## src/rtl/atree_pkg.sv

```systemverilog
// Shared constants and types for the adder tree and its downstream accumulator.
// The tree sum width sets the accumulator's default input width.
package atree_pkg;

  localparam int ATREE_IN_WIDTH  = 8;
  localparam int ATREE_LEVELS    = 2;
  localparam int ATREE_SUM_WIDTH = ATREE_IN_WIDTH + ATREE_LEVELS;

  typedef enum logic [0:0] {
    ACC_COLLECT = 1'b0,
    ACC_HOLD    = 1'b1
  } acc_state_t;

endpackage

```

## src/rtl/atree_accum_if.sv

```systemverilog
// Beat input and result output handshakes of the accumulator, bundled for port use.
// The master side is the upstream/downstream environment; the slave side is the accumulator.
interface atree_accum_if #(
  parameter int IN_WIDTH  = 10,
  parameter int ACC_WIDTH = 16,
  parameter int CNT_WIDTH = 5
);
  logic                 in_valid;
  logic                 in_ready;
  logic [IN_WIDTH-1:0]  in_data;
  logic                 in_last;
  logic                 out_valid;
  logic                 out_ready;
  logic [ACC_WIDTH-1:0] out_data;
  logic                 out_ovf;
  logic [CNT_WIDTH-1:0] out_beats;

  modport master (
    output in_valid, in_data, in_last, out_ready,
    input  in_ready, out_valid, out_data, out_ovf, out_beats
  );

  modport slave (
    input  in_valid, in_data, in_last, out_ready,
    output in_ready, out_valid, out_data, out_ovf, out_beats
  );
endinterface

```

## src/rtl/atree_accum_sat_add.sv

```systemverilog
// Unsigned saturating adder: clamps to all-ones and flags when the true sum
// does not fit in WIDTH bits.
module sat_add #(
  parameter int WIDTH = 16
) (
  input  logic [WIDTH-1:0] a,
  input  logic [WIDTH-1:0] b,
  output logic [WIDTH-1:0] sum,
  output logic             ovf
);
  logic [WIDTH:0] full_s;

  // Widen by one bit so the carry out is the overflow indication.
  always_comb begin
    full_s = {1'b0, a} + {1'b0, b};
    ovf    = full_s[WIDTH];
    if (full_s[WIDTH]) begin
      sum = {WIDTH{1'b1}};
    end else begin
      sum = full_s[WIDTH-1:0];
    end
  end
endmodule

```

## src/rtl/atree_accum.sv

```systemverilog
// Packet accumulator behind the adder tree: folds beats into a saturating total
// and presents total, overflow flag and beat count on a valid/ready result port.
module atree_accum
  import atree_pkg::*;
#(
  parameter int IN_WIDTH  = ATREE_SUM_WIDTH,
  parameter int ACC_WIDTH = 16,
  parameter int MAX_BEATS = 16,
  parameter int CNT_WIDTH = $clog2(MAX_BEATS + 1)
) (
  input  logic          clk,
  input  logic          rst_n,
  atree_accum_if.slave  bus
);

  acc_state_t           state_r;
  acc_state_t           state_nxt_s;
  logic                 in_ready_s;
  logic                 accept_s;
  logic                 final_s;

  logic [ACC_WIDTH-1:0] acc_r;
  logic [CNT_WIDTH-1:0] cnt_r;
  logic                 ovf_r;
  logic [ACC_WIDTH-1:0] ext_s;
  logic [ACC_WIDTH-1:0] sum_s;
  logic                 add_ovf_s;
  logic [CNT_WIDTH-1:0] cnt_inc_s;
  logic                 ovf_upd_s;

  logic                 out_valid_r;
  logic [ACC_WIDTH-1:0] out_data_r;
  logic                 out_ovf_r;
  logic [CNT_WIDTH-1:0] out_beats_r;

  assign ext_s = ACC_WIDTH'(bus.in_data);

  sat_add #(
    .WIDTH (ACC_WIDTH)
  ) u_sat_add (
    .a   (acc_r),
    .b   (ext_s),
    .sum (sum_s),
    .ovf (add_ovf_s)
  );

  // Beat acceptance and packet-close detection; the count limit closes a packet
  // even without in_last, and both together still close it only once.
  always_comb begin
    accept_s  = bus.in_valid && (state_r == ACC_COLLECT);
    cnt_inc_s = cnt_r + CNT_WIDTH'(1);
    ovf_upd_s = ovf_r || add_ovf_s;
    final_s   = accept_s && (bus.in_last || (cnt_inc_s == CNT_WIDTH'(MAX_BEATS)));
  end

  // State register.
  always_ff @(posedge clk or negedge rst_n) begin
    if (!rst_n) begin
      state_r <= ACC_COLLECT;
    end else begin
      state_r <= state_nxt_s;
    end
  end

  // Next-state logic; in_ready depends on the state alone.
  always_comb begin
    state_nxt_s = state_r;
    in_ready_s  = 1'b0;
    case (state_r)
      ACC_COLLECT: begin
        in_ready_s = 1'b1;
        if (final_s) begin
          state_nxt_s = ACC_HOLD;
        end else begin
          state_nxt_s = ACC_COLLECT;
        end
      end
      ACC_HOLD: begin
        in_ready_s = 1'b0;
        if (out_valid_r && bus.out_ready) begin
          state_nxt_s = ACC_COLLECT;
        end else begin
          state_nxt_s = ACC_HOLD;
        end
      end
      default: begin
        in_ready_s  = 1'b0;
        state_nxt_s = ACC_COLLECT;
      end
    endcase
  end

  // Running total, beat count and sticky overflow; cleared when a packet closes.
  always_ff @(posedge clk or negedge rst_n) begin
    if (!rst_n) begin
      acc_r <= {ACC_WIDTH{1'b0}};
      cnt_r <= {CNT_WIDTH{1'b0}};
      ovf_r <= 1'b0;
    end else if (final_s) begin
      acc_r <= {ACC_WIDTH{1'b0}};
      cnt_r <= {CNT_WIDTH{1'b0}};
      ovf_r <= 1'b0;
    end else if (accept_s) begin
      acc_r <= sum_s;
      cnt_r <= cnt_inc_s;
      ovf_r <= ovf_upd_s;
    end else begin
      acc_r <= acc_r;
      cnt_r <= cnt_r;
      ovf_r <= ovf_r;
    end
  end

  // Result registers: loaded on the closing beat, held until the handshake and
  // left at their last values afterwards.
  always_ff @(posedge clk or negedge rst_n) begin
    if (!rst_n) begin
      out_valid_r <= 1'b0;
      out_data_r  <= {ACC_WIDTH{1'b0}};
      out_ovf_r   <= 1'b0;
      out_beats_r <= {CNT_WIDTH{1'b0}};
    end else if (final_s) begin
      out_valid_r <= 1'b1;
      out_data_r  <= sum_s;
      out_ovf_r   <= ovf_upd_s;
      out_beats_r <= cnt_inc_s;
    end else if (out_valid_r && bus.out_ready) begin
      out_valid_r <= 1'b0;
    end else begin
      out_valid_r <= out_valid_r;
    end
  end

  assign bus.in_ready  = in_ready_s;
  assign bus.out_valid = out_valid_r;
  assign bus.out_data  = out_data_r;
  assign bus.out_ovf   = out_ovf_r;
  assign bus.out_beats = out_beats_r;

endmodule

```

## src/flat_wrapper.sv

```systemverilog
// flat-port wrapper written by rule: the top's interface ports become plain ports
module atree_accum_flat import atree_pkg::*;
#(
  parameter int IN_WIDTH  = ATREE_SUM_WIDTH,
  parameter int ACC_WIDTH = 16,
  parameter int MAX_BEATS = 16,
  parameter int CNT_WIDTH = $clog2(MAX_BEATS + 1)
)
  (clk, rst_n, bus_in_valid, bus_in_data, bus_in_last, bus_out_ready, bus_in_ready, bus_out_valid, bus_out_data, bus_out_ovf, bus_out_beats);
  atree_accum_if #(.IN_WIDTH(IN_WIDTH), .ACC_WIDTH(ACC_WIDTH), .CNT_WIDTH(CNT_WIDTH)) bus_i ();
  input  logic clk;
  input  logic rst_n;
  input wire logic [$bits(bus_i.in_valid)-1:0] bus_in_valid;
  input wire logic [$bits(bus_i.in_data)-1:0] bus_in_data;
  input wire logic [$bits(bus_i.in_last)-1:0] bus_in_last;
  input wire logic [$bits(bus_i.out_ready)-1:0] bus_out_ready;
  output wire logic [$bits(bus_i.in_ready)-1:0] bus_in_ready;
  output wire logic [$bits(bus_i.out_valid)-1:0] bus_out_valid;
  output wire logic [$bits(bus_i.out_data)-1:0] bus_out_data;
  output wire logic [$bits(bus_i.out_ovf)-1:0] bus_out_ovf;
  output wire logic [$bits(bus_i.out_beats)-1:0] bus_out_beats;
  assign bus_i.in_valid = bus_in_valid;
  assign bus_i.in_data = bus_in_data;
  assign bus_i.in_last = bus_in_last;
  assign bus_i.out_ready = bus_out_ready;
  assign bus_in_ready = bus_i.in_ready;
  assign bus_out_valid = bus_i.out_valid;
  assign bus_out_data = bus_i.out_data;
  assign bus_out_ovf = bus_i.out_ovf;
  assign bus_out_beats = bus_i.out_beats;
  atree_accum #(.IN_WIDTH(IN_WIDTH), .ACC_WIDTH(ACC_WIDTH), .MAX_BEATS(MAX_BEATS), .CNT_WIDTH(CNT_WIDTH)) u_core (.clk(clk), .rst_n(rst_n), .bus(bus_i));
endmodule
```

## config.mk

```make
export PLATFORM = sky130hd
export DESIGN_NAME = atree_accum_flat
export DESIGN_NICKNAME = d
export VERILOG_FILES = /design/src/rtl/atree_pkg.sv /design/src/rtl/atree_accum_if.sv /design/src/rtl/atree_accum_sat_add.sv /design/src/rtl/atree_accum.sv /design/src/flat_wrapper.sv
export SDC_FILE = /design/constraint.sdc
export NUM_CORES = 1
export LEC_CHECK = 0
export ABC_AREA = 1
export CORE_UTILIZATION = 61
export CTS_CLUSTER_DIAMETER = 50
export DETAILED_ROUTE_END_ITERATION = 16
export GPL_ROUTABILITY_DRIVEN = 0
export PLACE_DENSITY = 0.86
export SYNTH_ARGS = -nofsm -noshare
export SYNTH_HDL_FRONTEND = slang
export SYNTH_HIERARCHICAL = 1
export SYNTH_SLANG_ARGS = --single-unit
```

## constraint.sdc

```tcl
create_clock -name clk -period 4.9 [get_ports clk]
set_clock_uncertainty 0.2 [all_clocks]
set_input_delay 0.49 -clock clk [delete_from_list [all_inputs] [get_ports clk]]
set_output_delay 0.49 -clock clk [all_outputs]
set_load 0.02 [all_outputs]
```

# After elaboration in Yosys (flattened, before gate mapping)
# Index checks and enable logic that the tools add are counted.
# W data, S select, Z words.
classes:
  shift: 0
  n_reduce_logical: 7
  muxes: 13
  order_cmp: 0
  n_div: 0
  n_eq_ne: 1
  multipliers: 0
  n_bitwise: 1
  addsub: 2
ops:
  columns: ["operator", "count"]
  rows:
  - ["$mux W16", 3]
  - ["$add A16 B10 Y17", 1]
  - ["$mux W5", 2]
  - ["$mux W1", 6]
  - ["$add A5 B1 Y5 const B", 1]
  - ["$eq A5 B5 Y1 const B", 1]
  - ["$pmux W1 S2", 2]
  - ["$reduce_bool A2 Y1", 2]
  - ["$logic_and A1 B1 Y1", 3]
  - ["$logic_or A1 B1 Y1", 2]
  - ["$not A1 Y1", 1]
word_totals:
  mem_bits_rw: 0
  mem_count: 0
  reg_bits: 46
  mem_bits_ro: 0
  latchBits: 0
  out_inout_bits: 24

# Longest topological paths before layout
logic_depth:
  depth_word: 6
  depth_mapped: 15
  ltp_nobuf: 15

# Modules after synthesis
# Netlist, hierarchy kept.
modules_own_cells:
  columns: ["mod", "seq_area_each_um2", "area_per_inst_um2", "n_inst", "cells_per_inst"]
  rows:
  - ["atree_accum", 1151.1, 2135.8, 1, 264]
  - ["sat_add", 0.0, 1126.1, 1, 221]

# Worst setup path after synthesis
# Ideal clock, no wire load.
synth_timing:
  path_kind: "input to register"
  from: "in bus_in_data[0]"
  to: "reg u_core.acc_r[6]"
  arrival_ps: 2039
  path_slack_ps: 2543
  setup_ps: 118
  path_stages: 13
  path_buffers: 1
  required_time_ps: 4582
  path_cell_list: "ha_1 > fa_1 > nand2_1 > a21oi_2 > nand2_1 > nand2_1 > a21oi_4 > buf_6 > nand2_1 > inv_1 > nor2_1 > nand3_1 > nand2_1"
synth_via:
  elab_chain_cells: 4
synth_rtl:
  columns: ["element", "line", "source"]
  rows:
  - ["from (decl)", "flat_wrapper.sv:14", "input wire logic [$bits(bus_i.in_data)-1:0] bus_in_data;"]
  - ["$add A16 B10 Y17", "atree_accum_sat_add.sv:15", "full_s = {1'b0, a} + {1'b0, b};"]
  - ["$mux W16", "atree_accum_sat_add.sv:17", "if (full_s[WIDTH]) begin"]
  - ["named net u_core.sum_s[6]", "atree_accum.sv:26", "logic [ACC_WIDTH-1:0] sum_s;"]
  - ["$mux W16", "atree_accum.sv:103", "end else if (accept_s) begin"]
  - ["$mux W16", "atree_accum.sv:99", "end else if (final_s) begin"]
  - ["to (signal assigned)", "atree_accum.sv:100", "acc_r <= {ACC_WIDTH{1'b0}};"]
  - ["to (signal assigned)", "atree_accum.sv:104", "acc_r <= sum_s;"]
  - ["to (signal assigned)", "atree_accum.sv:108", "acc_r <= acc_r;"]
  - ["to (decl)", "atree_accum.sv:22", "logic [ACC_WIDTH-1:0] acc_r;"]
# The timed path passes the listed nets, and every way through them passes these cells. The select of a mux whose other input is x is not followed.
# A chain may end at the register's enable or synchronous reset.

# Final worst setup path
layout_timing:
  from: "in bus_in_data[0]"
  to: "reg u_core.acc_r[2]"
# The elaborated chain is that of the path after synthesis.

==> metrics.log <==
INFO  metric r2r_setup_slack = roughly 2.2 ns
INFO  metric hold_ws = 0.1654 ns
INFO  metric synth_seq_area_share = about a third
INFO  metric cts-buffers-inserted = 5
INFO  metric worst_setup_path_end_kind = register
INFO  metric final_layout_size_suffix_gt1_share = slightly above 6%
INFO  metric timing.final.crit_share = around three fifths
INFO  metric routed_len_inst = ~12 um
INFO  metric cts_tree = built
INFO  metric globalRouteOverflowTotal = 0
INFO  metric detail_route.drc_violations = 0
INFO  metric fillerInstances = 447
INFO  metric fp.dieW = ~75 um
INFO  metric grt_setup_unrepaired = no
INFO  metric timing.critical_path.fanout_max = 17
INFO  metric die-area = about 5600 um2
INFO  metric leakagePower = roughly 2.2 nW
INFO  metric max_slew.worst_pin.slew = 1.011 ns
INFO  metric antenna_found_initial = 0
INFO  metric detail_route.vias_per_cell = approximately 5
INFO  metric synth.cell_area = roughly 3300 um2
INFO  metric routed_wl = a little over 7000 um
INFO  metric num_vias = slightly above 3000
INFO  metric worstHoldPathType = in -> async
INFO  metric grt_max_degree = 47
INFO  metric insertedDiodeCount = 0
INFO  metric clock_pin_slew_on_the_worst_setup_and_hold_paths = about 0.09 ns
INFO  metric cts_sinks = between 40 and 50
INFO  metric number_of_buffer_cells_added_on_primary_ports = 38
INFO  metric gr-usage-all-layers = a little over a quarter
INFO  metric max_cap_violations = 0
INFO  metric grt_pass1_vias = between 2000 and 3000
INFO  metric ys_warn_count = 6
INFO  metric drtAntennaViolNets = 0
INFO  metric drv_slew = 0
INFO  metric hold_buffers = 0
INFO  metric post-route-min-period = approximately 3 ns
INFO  metric worst-endpoint-arrival = slightly below 3 ns
INFO  metric dp_hpwl = 5145 um
INFO  metric timing.setup.tns = 0 ns
INFO  metric floorplan.initialDensity = 63.46%
INFO  metric ctsLongestPathBuffers = 2
INFO  metric synth.ff_latch_count = 46
INFO  metric finalNetCount = 554
INFO  metric htree_num_levels = 2
INFO  metric timing.fmax = about 0.34 GHz
INFO  metric post_cts_resized = 0
INFO  metric timing.slew.headroom = between 30% and 40%
INFO  metric layout-area-overhead-vs-synth = 14.38%
INFO  metric multi_input_comb_area = 1693 um2
INFO  metric floorplan.die.height = approximately 75 um
INFO  metric final_hold_fails = 0
INFO  metric fp-row-count = 26
INFO  metric required = 4.88 ns
INFO  metric drt_pass1_iterations = 5
INFO  metric ctsRootBufferMaster = clkbuf_8
INFO  metric setup_viol = 0
INFO  metric irDropWorstVdd = roughly 0.36 mV
INFO  metric syn_inst = ~490
INFO  metric post_synth.cell_area_avg = between 6 and 7 um2
INFO  metric initialDrtViolationCount = 212
INFO  metric grt_first_pass_wirelength = roughly 12000 um
INFO  metric core_region_area = between 5000 and 6000 um2
INFO  metric clock_insertion_delay_worst_skew = about 0.29 ns
INFO  metric synth_cell_type_count = 31
INFO  metric io_pins = 39
INFO  metric crit_type = in -> reg
INFO  metric cts.repair_timing.setup_buffer_count = 0
INFO  metric critPathLaunchType = primary input
INFO  metric outcome = completed
INFO  metric final-seq-area = around 1200 um2
INFO  metric power_per_cell_area = about 660 nW/um2
-- path summary, 6_finish.rpt --
| check | endpoint | from | depth (start not counted) |
|---|---|---|---|
| worst min-delay path | u_core/acc_r[6] | rst_n | 1 |
| min in group clk | u_core/acc_r[0] | u_core/acc_r[0] | 2 |
| max in group asynchronous | u_core/acc_r[14] | rst_n | 1 |
| worst max-delay path | u_core/acc_r[2] | bus_in_data[0] | 13 |
| worst max register to register | u_core/acc_r[2] | u_core/acc_r[0] | 12 |
| worst min register to register | u_core/acc_r[0] | u_core/acc_r[0] | 2 |
-- sequential cells by signal (all words and copies together) (netlist names) --
signal                flops
u_core/acc_r             16
u_core/bus.out_data      16
u_core/bus.out_beats      5
u_core/cnt_r              5
u_core/bus.out_ovf        1
u_core/bus.out_valid      1
u_core/ovf_r              1
u_core/state_r            1
-- synthesized netlist by cell type --
library cell,count,area (um2)
nand4_1,4,25.02
nand2_4,2,22.52
nor3_4,1,16.27
dfrtp_1,46,1151
nand3_2,4,40.04
a21oi_1,6,30.03
ha_1,17,212.7
nor2_1,35,131.4
nor2_2,1,6.260
nand2_1,179,671.9
o21ai_4,1,16.27
or2_2,1,6.260
o211ai_1,1,7.510
nand2_2,5,31.28
buf_1,1,3.750
nand3b_1,2,15.01
fa_1,1,20.02
a21o_1,1,7.510
a21oi_2,1,8.760
buf_6,7,78.83
conb_1,1,3.750
xor2_1,5,43.79
clkbuf_1,6,22.52
nand3_1,62,310.3
inv_1,82,307.8
a21oi_4,1,16.27
nor3_1,2,10.01
inv_2,5,18.77
and2_1,1,6.260
o21ai_0,3,15.01
buf_2,1,5.000
-- cells in the final DEF, fill, tap and decap left out, drive strengths merged --
master         count
inv               87
a21o               1
fa                 1
ha                17
clkbuf             5
nand2            186
or2                1
buf                2
a21oi              8
xor2               5
nand3b             2
dfrtp             46
and2               1
nor3               3
nand4              4
o211ai             1
clkinvlp           1
nand3             66
nor2              36
conb               6
o21ai              4
clkdlybuf4s50     37
clkinv             2
-- cell families after synthesis --
logic type                 Yosys count  synth area share (%)
adders and majority gates           18                 7.135
other                                1                0.1150
DFF                                 46                 35.29
AOI/OAI and AO/OA                   14                 3.107
and+or+nand+nor                    299                 39.62
buffers and inverters              102                 13.39
xor gates and xnor gates             5                 1.342
-- metal layers --
layer | wire length, um | vias to the layer above | global-route usage [%] | part of all wire (%)
met5 | 0 | - | 0 | 0
met4 | 147 | 0 | 10.48 | 2.0
met3 | 353 | 15 | 4.552 | 4.9
met2 | 3552 | 102 | 49.25 | 49
met1 | 3187 | 1390 | 32.85 | 44
li1 | - | 1540 | - | -
-- per-stage QoR --
step	total power, W	instances	instance area [um2]	util, %	setup slack [ns]
after floorplan	0.001790	490	3281	-	2.543
after global placement	0.002171	584	3641	70.84	1.785
after detailed placement	0.002218	584	3641	70.84	1.744
after CTS	0.002463	592	3731	72.59	2.046
after global routing	0.002718	592	3731	72.59	1.836
final	0.002478	592	3731	72.59	1.974
-- worst max-delay path, stage by stage --
cell and delay, ns:
clkdlybuf4s50_1 0.41, ha_1 0.21, fa_1 0.38, nand2_1 0.13, a21oi_2 0.09, nand2_1 0.09, nand2_1 0.10, a21oi_4 0.46
o21ai_0 0.23, inv_1 0.09, nor2_1 0.05, nand3_1 0.09, nand2_1 0.07
-- final cells by class --
class                      count  area share, %
clock buffer                   5          1.844
clock inverter                 3         0.5701
timing repair buffer          39          10.26
multi-input combinational    342          45.37
tap                           70          2.347
sequential                    46          30.85
inverter                      87          8.753
-- report_power, final --
group | leakage [nW] | switching [W] | total (W) | internal [W]
clock | 0.0441 | 0.000135 | 0.000235 | 0.000100
combinational | 1.62 | 0.000958 | 0.00156 | 0.000600
sequential | 0.570 | 0.000120 | 0.000684 | 0.000563
Note: power is estimated with default switching activity, not from simulation.
